**src/rtl/jtag_pkg.sv**
```systemverilog
// jtag_pkg: TAP state encoding, DR select and opcode helpers shared by the TAP controller.
package jtag_pkg;
   typedef enum logic [3:0] {
      TEST_LOGIC_RESET = 4'h0, RUN_TEST_IDLE = 4'h1,
      SELECT_DR = 4'h2, CAPTURE_DR = 4'h3, SHIFT_DR = 4'h4, EXIT1_DR = 4'h5,
      PAUSE_DR = 4'h6, EXIT2_DR = 4'h7, UPDATE_DR = 4'h8,
      SELECT_IR = 4'h9, CAPTURE_IR = 4'hA, SHIFT_IR = 4'hB, EXIT1_IR = 4'hC,
      PAUSE_IR = 4'hD, EXIT2_IR = 4'hE, UPDATE_IR = 4'hF
   } tap_state_t;
   typedef enum logic [1:0] {DR_BYPASS, DR_IDCODE, DR_USER} dr_sel_t;
   function automatic logic [31:0] bypass_opcode(input int w);
      logic [31:0] r;
      r = '0;
      for (int i = 0; i < w && i < 32; i++) r[i] = 1'b1;
      return r;
   endfunction
endpackage

```
**src/rtl/jtag_tap_fsm.sv**
```systemverilog
// jtag_tap_fsm: bare IEEE 1149.1 TAP state register and next-state logic.
module jtag_tap_fsm
   import jtag_pkg::*;
(
   input  logic       clk,
   input  logic       TRST_n,
   input  logic       TMS,
   output tap_state_t state
);
   tap_state_t next;
   always_comb begin
      next = TEST_LOGIC_RESET;
      case (state)
         TEST_LOGIC_RESET: next = TMS ? TEST_LOGIC_RESET : RUN_TEST_IDLE;
         RUN_TEST_IDLE:    next = TMS ? SELECT_DR : RUN_TEST_IDLE;
         SELECT_DR:        next = TMS ? SELECT_IR : CAPTURE_DR;
         CAPTURE_DR:       next = TMS ? EXIT1_DR : SHIFT_DR;
         SHIFT_DR:         next = TMS ? EXIT1_DR : SHIFT_DR;
         EXIT1_DR:         next = TMS ? UPDATE_DR : PAUSE_DR;
         PAUSE_DR:         next = TMS ? EXIT2_DR : PAUSE_DR;
         EXIT2_DR:         next = TMS ? UPDATE_DR : SHIFT_DR;
         UPDATE_DR:        next = TMS ? SELECT_DR : RUN_TEST_IDLE;
         SELECT_IR:        next = TMS ? TEST_LOGIC_RESET : CAPTURE_IR;
         CAPTURE_IR:       next = TMS ? EXIT1_IR : SHIFT_IR;
         SHIFT_IR:         next = TMS ? EXIT1_IR : SHIFT_IR;
         EXIT1_IR:         next = TMS ? UPDATE_IR : PAUSE_IR;
         PAUSE_IR:         next = TMS ? EXIT2_IR : PAUSE_IR;
         EXIT2_IR:         next = TMS ? UPDATE_IR : SHIFT_IR;
         UPDATE_IR:        next = TMS ? SELECT_DR : RUN_TEST_IDLE;
         default:          next = TEST_LOGIC_RESET;
      endcase
   end
   always_ff @(posedge clk or negedge TRST_n)
      if (!TRST_n) state <= TEST_LOGIC_RESET;
      else state <= next;
endmodule

```
**src/rtl/jtag_tap_core.sv**
```systemverilog
// jtag_tap_core: TAP controller with instruction register, BYPASS/IDCODE/user data
// registers and capture/update strobes toward core logic.
module jtag_tap_core
   import jtag_pkg::*;
#(
   parameter int          IR_W        = 4,
   parameter int          USER_W      = 8,
   parameter logic [31:0] IDCODE_VAL  = 32'h1000_0001,
   parameter int          INST_IDCODE = 1,
   parameter int          INST_USER   = 2
) (
   input  logic              clk,
   input  logic              TRST_n,
   input  logic              TMS,
   input  logic              TDI,
   output logic              TDO,
   output logic              tdo_en,
   output logic [3:0]        state_obs,
   output logic [IR_W-1:0]   ir_out,
   input  logic [USER_W-1:0] user_dr_in,
   output logic [USER_W-1:0] user_dr_out,
   output logic              user_capture,
   output logic              user_update
);
   localparam logic [IR_W-1:0] IDC = IR_W'(INST_IDCODE);
   localparam logic [IR_W-1:0] USR = IR_W'(INST_USER);
   localparam logic [IR_W-1:0] BYP = IR_W'(bypass_opcode(IR_W));
   tap_state_t state;
   dr_sel_t dr_sel;
   logic [IR_W-1:0] ir, ir_shift;
   logic bypass;
   logic [31:0] idcode_sr;
   logic [USER_W-1:0] user_sr;
   logic [USER_W:0] user_next;
   jtag_tap_fsm u_fsm (.clk(clk), .TRST_n(TRST_n), .TMS(TMS), .state(state));
   // The instruction reads as IDCODE for the whole stay in Test_Logic_Reset, not one edge later.
   assign ir_out = (state == TEST_LOGIC_RESET) ? IDC : ir;
   assign dr_sel = (ir_out == BYP) ? DR_BYPASS :
                   (ir_out == IDC) ? DR_IDCODE :
                   (ir_out == USR) ? DR_USER : DR_BYPASS;
   assign user_next = {TDI, user_sr};
   assign state_obs = state;
   assign tdo_en = (state == SHIFT_DR) || (state == SHIFT_IR);
   assign TDO = (state == SHIFT_IR) ? ir_shift[0] :
                (state != SHIFT_DR) ? 1'b0 :
                (dr_sel == DR_IDCODE) ? idcode_sr[0] :
                (dr_sel == DR_USER) ? user_sr[0] : bypass;
   assign user_capture = (state == CAPTURE_DR) && (dr_sel == DR_USER);
   assign user_update = (state == UPDATE_DR) && (dr_sel == DR_USER);
   always_ff @(posedge clk or negedge TRST_n)
      if (!TRST_n) begin
         ir       <= IDC;
         ir_shift <= '0;
      end else begin
         if (state == TEST_LOGIC_RESET) ir <= IDC;
         if (state == UPDATE_IR) ir <= ir_shift;
         if (state == CAPTURE_IR) ir_shift <= IR_W'(2'b01);
         if (state == SHIFT_IR) ir_shift <= {TDI, ir_shift[IR_W-1:1]};
      end
   always_ff @(posedge clk or negedge TRST_n)
      if (!TRST_n) begin
         bypass      <= 1'b0;
         idcode_sr   <= '0;
         user_sr     <= '0;
         user_dr_out <= '0;
      end else begin
         if (state == CAPTURE_DR) begin
            if (dr_sel == DR_BYPASS) bypass <= 1'b0;
            if (dr_sel == DR_IDCODE) idcode_sr <= IDCODE_VAL;
            if (user_capture) user_sr <= user_dr_in;
         end
         if (state == SHIFT_DR) begin
            if (dr_sel == DR_BYPASS) bypass <= TDI;
            if (dr_sel == DR_IDCODE) idcode_sr <= {TDI, idcode_sr[31:1]};
            if (dr_sel == DR_USER) user_sr <= user_next[USER_W:1];
         end
         if (user_update) user_dr_out <= user_sr;
      end
endmodule

```
**config.mk**
```make
export PLATFORM = sky130hd
export DESIGN_NAME = jtag_tap_core
export DESIGN_NICKNAME = d
export VERILOG_FILES = /design/src/rtl/jtag_pkg.sv /design/src/rtl/jtag_tap_fsm.sv /design/src/rtl/jtag_tap_core.sv
export SDC_FILE = /design/constraint.sdc
export NUM_CORES = 1
export LEC_CHECK = 0
export CORE_ASPECT_RATIO = 1.75
export CORE_MARGIN = 4
export CORE_UTILIZATION = 32
export CTS_BUF_LIST = sky130_fd_sc_hd__clkbuf_4
export CTS_CLUSTER_DIAMETER = 40
export DETAILED_ROUTE_END_ITERATION = 10
export GPL_TIMING_DRIVEN = 0
export SLEW_MARGIN = 10
export SYNTH_ARGS = -nofsm -noshare
export SYNTH_HDL_FRONTEND = slang
export SYNTH_SLANG_ARGS = --single-unit
```
**constraint.sdc**
```tcl
create_clock -name clk -period 1.9 [get_ports clk]
set_clock_uncertainty 0.2 [all_clocks]
set_input_delay 0.285 -clock clk [delete_from_list [all_inputs] [get_ports clk]]
set_output_delay 0.285 -clock clk [all_outputs]
set_load 0.02 [all_outputs]
```
* After elaboration in Yosys (flattened, before gate mapping)
Index checks and enable logic that the tools add are counted.
Cells by class: reduce and logical (&&, ||, !) cells 9, muxes and demuxes 36, eq/ne operators 21
Operators with widths (number):
- 32-bit 2-to-1 mux | 4
- 4-bit one-hot mux with 12 select lines | 1
- 4-bit equality test, second input constant | 9
- 4-bit 2-to-1 mux | 8
- 8-bit 2-to-1 mux | 4
- 4-bit by 3-bit equality test with 1-bit output, second input constant | 4
- 4-bit by 2-bit equality test with 1-bit output, second input constant | 3
- 2-bit 2-to-1 mux | 6
- 1-bit 2-to-1 mux | 11
- 4-bit by 1-bit equality test with 1-bit output, second input constant | 2
- 3-bit 2-to-1 mux | 2
- 4-bit zero test | 1
- 4-bit by 3-bit != test with 1-bit output, second input constant | 1
- 2-bit OR reduction | 2
- 3-bit OR reduction | 1
- 2-bit by 1-bit equality test with 1-bit output, second input constant | 1
- 2-bit equality test, second input constant | 1
- 1-bit logical AND | 2
- 2-bit zero test | 1
- 2-bit nonzero test | 1
- 1-bit logical OR | 1
Word-level totals: register bits after elaboration 61

* Logic depth before layout (Yosys ltp)
word-level depth 12, gate-level depth with buffers 6

* By module
A second synthesis with hierarchy kept.
Second synthesis, totals: cell total of the unflattened synthesis 227, area total of the unflattened synthesis 2686.3 sq um
By module, submodules not included:
- jtag_tap_core | seq. area each 1427.6 sq um, cells an instance 190, area an instance 2372.3 sq um, instances 1
- jtag_tap_fsm | seq. area each 100.1 sq um, cells an instance 37, area an instance 314.1 sq um, instances 1

* Worst setup path before layout
No wires, ideal clock.
path type reg-to-output, from register ir[2], to output port user_capture, slack -0.305 ns, data required time 1.415 ns, path buffers 1, data arrival time 1.720 ns, stages on the path, launching flop included 5, cell sequence dfrtp_1 or4b_4 or4_4 buf_6 inv_1
On the way: longest elaborated chain between the ends 7
Ends and longest elaborated chain:
- start, declared | RTL line jtag_tap_core.sv:30 | logic [IR_W-1:0] ir, ir_shift;
- start signal, assigned | RTL line jtag_tap_core.sv:56 | if (state == UPDATE_IR) ir <= ir_shift;
- 4-bit 2-to-1 mux *
- 4-bit by 2-bit equality test with 1-bit output | RTL line jtag_tap_core.sv:40 | (ir_out == USR) ? DR_USER : DR_BYPASS;
- 2-bit 2-to-1 mux | RTL line jtag_tap_core.sv:40
- 2-bit 2-to-1 mux | RTL line jtag_tap_core.sv:39 | (ir_out == IDC) ? DR_IDCODE :
- 2-bit 2-to-1 mux * | RTL line jtag_tap_core.sv:38 | assign dr_sel = (ir_out == BYP) ? DR_BYPASS :
- 2-bit equality test * | RTL line jtag_tap_core.sv:48 | assign user_capture = (state == CAPTURE_DR) && (dr_sel == DR_USER);
- 1-bit logical AND * | RTL line jtag_tap_core.sv:48
- end, declared | RTL line jtag_tap_core.sv:22 | output logic user_capture,
Mark *: on every way between the ends. The rest lies on a longest branch, timed or not.

* Worst setup path after layout
from register ir[3], to output port TDO
On the way: longest elaborated chain between the ends 10
Ends and longest elaborated chain:
- 4-bit 2-to-1 mux *
- 4-bit by 2-bit equality test with 1-bit output | RTL line jtag_tap_core.sv:40
- 2-bit 2-to-1 mux | RTL line jtag_tap_core.sv:40
- 2-bit 2-to-1 mux | RTL line jtag_tap_core.sv:39
- 2-bit 2-to-1 mux * | RTL line jtag_tap_core.sv:38
- 2-bit equality test | RTL line jtag_tap_core.sv:47 | (dr_sel == DR_USER) ? user_sr[0] : bypass;
- 1-bit 2-to-1 mux | RTL line jtag_tap_core.sv:47
- 1-bit 2-to-1 mux * | RTL line jtag_tap_core.sv:46 | (dr_sel == DR_IDCODE) ? idcode_sr[0] :
- 1-bit 2-to-1 mux * | RTL line jtag_tap_core.sv:45 | (state != SHIFT_DR) ? 1'b0 :
- 1-bit 2-to-1 mux * | RTL line jtag_tap_core.sv:44 | assign TDO = (state == SHIFT_IR) ? ir_shift[0] :
- end, declared | RTL line jtag_tap_core.sv:16 | output logic TDO,
Marked as above.

==> results_dict.tcl <==
set metrics [dict create \
    switching_share 0.374 \
    path_cells "or4b_4 -> buf_6 -> mux2i_1 -> and2_4 -> o32ai_4 -> buf_6" \
    path_class "flip-flop to output port" \
    die_height_um 129 \
    synth_top_flop_cell "dfrtp_1" \
    combPwrFrac 0.455 \
    hold-path-cell-count 3 \
    start_util 0.332 \
    cts.clk_slew.worst_paths_ps 110 \
    dp_hpwl_um 3820 \
    layout-drive-gt1-share 0.334 \
    dp_slack_ps -844 \
    cts_buffers 9 \
    netlist_area_um2 2670 \
    port_buffers 30 \
    post_drt_wl_per_cell_um 15.3 \
    drtIter0Drc 86 \
    worstSetupEndpointType "output port" \
    power_density_nw_per_um2 1370 \
    cp.required_ps 1410 \
    tritoncts "done" \
    grt_max_degree 62 \
    final_core_util 0.464 \
    r2r_start "ir[3]" \
    row_count 43 \
    power.net_switching_w 0.00191 \
    tightest_slew_ps 769 \
    die_area_um2 9910 \
    clock_tree.buffer_depth 2 \
    internal_power_w 0.00319 \
    ioPinCount 32 \
    crit_slowest_cell "or4b_4" \
    coreArea_um2 8020 \
    hp-start "TMS" \
    min_to "u_fsm.state[1]" \
    period_share 1.34 \
    grtUsageTotal 0.130 \
    grt_first_pass_wirelength_um 10100 \
    grt.overflow.total 0 \
    cts_num_sinks 61 \
    timing.hold.ws_ps 128 \
    r2r_cells 6 \
    final_common_cell "dfrtp_1" \
    clockRootBuffer "clkbuf_4" \
    die_x_um 77.0 \
    syn_to_final_growth_pct 39.4 \
    rr_endpoint "user_sr[3]" \
    wirelength_um 6100 \
    setup_viol 56 \
    placed_area_um2 3180 \
    max_freq_ghz 0.394 \
    violations "setup timing" \
    min-delay-path-class "primary input to flip-flop" \
    rsz0062_at_grt "yes" \
    relSlewSlack 0.487 \
    hold_viol 0 \
    ant_nets 0 \
    critPathMaxStageDelay_ps 520 \
    insertion_delay_ps 410 \
    cpMostUsedCell "buf_6" \
    gp_congestion 0.829 \
    slew_violations 0 \
    synth_cell_type_count 43 \
    synth_cells 237 \
    p_leak_nw 1.84 \
    fin_area_um2 3720 \
    grt_pass1_vias 2164 \
    nNetsFinal 315 \
    dr_total_vias 2065 \
    syn-num-nets 249 \
    setup_slack_ps -638 \
    status "complete, but fails checks" \
    vdd_drop_max_mv 0.436 \
    path_delay_family "simple AND/OR/NAND/NOR gates" \
    worstPathMaxFanout 4 \
    period_needed_ps 2540 \
    synthArstFlopShare 1.00 \
    mostFrequentLayoutCells "56 x dfrtp_1, 30 x a22o_1, 26 x buf_6" \
    num_antenna_cells 0 \
    drc 0 \
    cp_data_arrival_time_ps 2050 \
    antenna_found_initial 0 \
    startpoint_type "flip-flop" \
    cap_violations 0 \
    p_seq_frac 0.339 \
    r2r_slack_ps -370 \
    clockPowerShare 0.206 \
    h-tree-depth 3 \
    synth-seq-cells 61 \
    crit_buf_inv 2 \
    synth_seq_area_share 0.573 \
    yosysWarnings 0 \
    syn_avg_cell_area_um2 11.2 \
    routed_via_density 5.19 \
    synth_edf_count 0 \
    first_pass_iters 4 \
]
-- what timing repair did --
| item | CTS | global route |
|---|---|---|
| gates cloned | 3 | 1 |
| setup endpoints to repair | 71 | 76 |
| pin swaps | 6 | 31 |
| hold endpoints to repair | 60 | 0 |
| hold buffers | 1 | 0 |
| gates resized for setup | 74 | 47 |
| buffers inserted | 16 | 9 |
-- routing by layer --
layer	GRT usage	routed length [µm]	up-vias
met5	0	0	-
met4	0.0671	143	0
met3	0.0399	219	10
met2	0.232	3190	30
met1	0.138	2550	1026
li1	-	-	999
-- per-stage QoR --
step / setup TNS (ps) / instances / power (W)
after floorplan: -3750 / 237 / 0.00293
after global placement: -109660 / 357 / 0.00341
after detailed placement: -14070 / 357 / 0.00343
after CTS: -16490 / 392 / 0.00482
after global routing: -18320 / 398 / 0.00540
final: -15290 / 398 / 0.00509
-- synth_stat cells, drive strengths merged (3+ instances only) --
cell type / instances / area (µm²)
o21ai: 15 / 75.1
a21oi: 8 / 40.0
dfrtp: 60 / 1500
o22ai: 5 / 31.3
mux2i: 10 / 100
or4b: 3 / 33.8
mux2: 9 / 101
nor2: 15 / 56.3
clkbuf: 12 / 45.0
nand2: 20 / 75.1
a22o: 30 / 263
buf: 7 / 40.0
inv: 7 / 26.3
nor2b: 4 / 25.0
-- power by group through the flow --
stage                     Combinational [W]  Sequential, W  Clock [W]
after detailed placement            0.00169        0.00174          0
after CTS                           0.00201        0.00172    0.00108
after global placement              0.00168        0.00173          0
after floorplan                     0.00120        0.00173          0
final                               0.00232        0.00173    0.00105
after global routing                0.00251        0.00175    0.00114
-- registers in the layout, indices dropped and copies added (netlist names) --
signal       flops
bypass           1
ir_shift         4
user_dr_out      8
idcode_sr       32
user_sr          8
u_fsm.state      4
ir               4
-- worst max path at each step --
stage | to | cells past startpoint | from
finish | TDO | 6 | ir[3]
global route | TDO | 6 | ir[3]
CTS | user_update | 4 | ir[3]
detailed placement | user_capture | 5 | ir[2]
global placement | u_fsm.state[1] | 1 | TRST_n
floorplan | user_dr_out[0] | 4 | ir[2]
-- logic make-up after synthesis --
| group | Yosys count | synth area share |
|---|---|---|
| AO/OA/AOI/OAI | 69 | 0.187 |
| XOR/XNOR | 2 | 0.00657 |
| buffers and inverters | 26 | 0.0418 |
| flip-flops | 61 | 0.573 |
| multiplexers | 19 | 0.0756 |
| AND/OR/NAND/NOR | 60 | 0.116 |
-- tightest hold or removal path, cell delays in order --
cell      delay, ps
clkbuf_1        210
nand3_1         120
o211ai_1         80
-- cell type report --
class	count	area, µm²
Sequential cell	61	1530
Fill cell	744	4300
Clock buffer	9	67.6
Buffer	17	120
Timing Repair Buffer	57	586
Inverter	7	31.3
Clock inverter	7	98.8
Tap cell	90	113
Multi-Input combinational cell	150	1170
(Power assumes the default switching activity.)
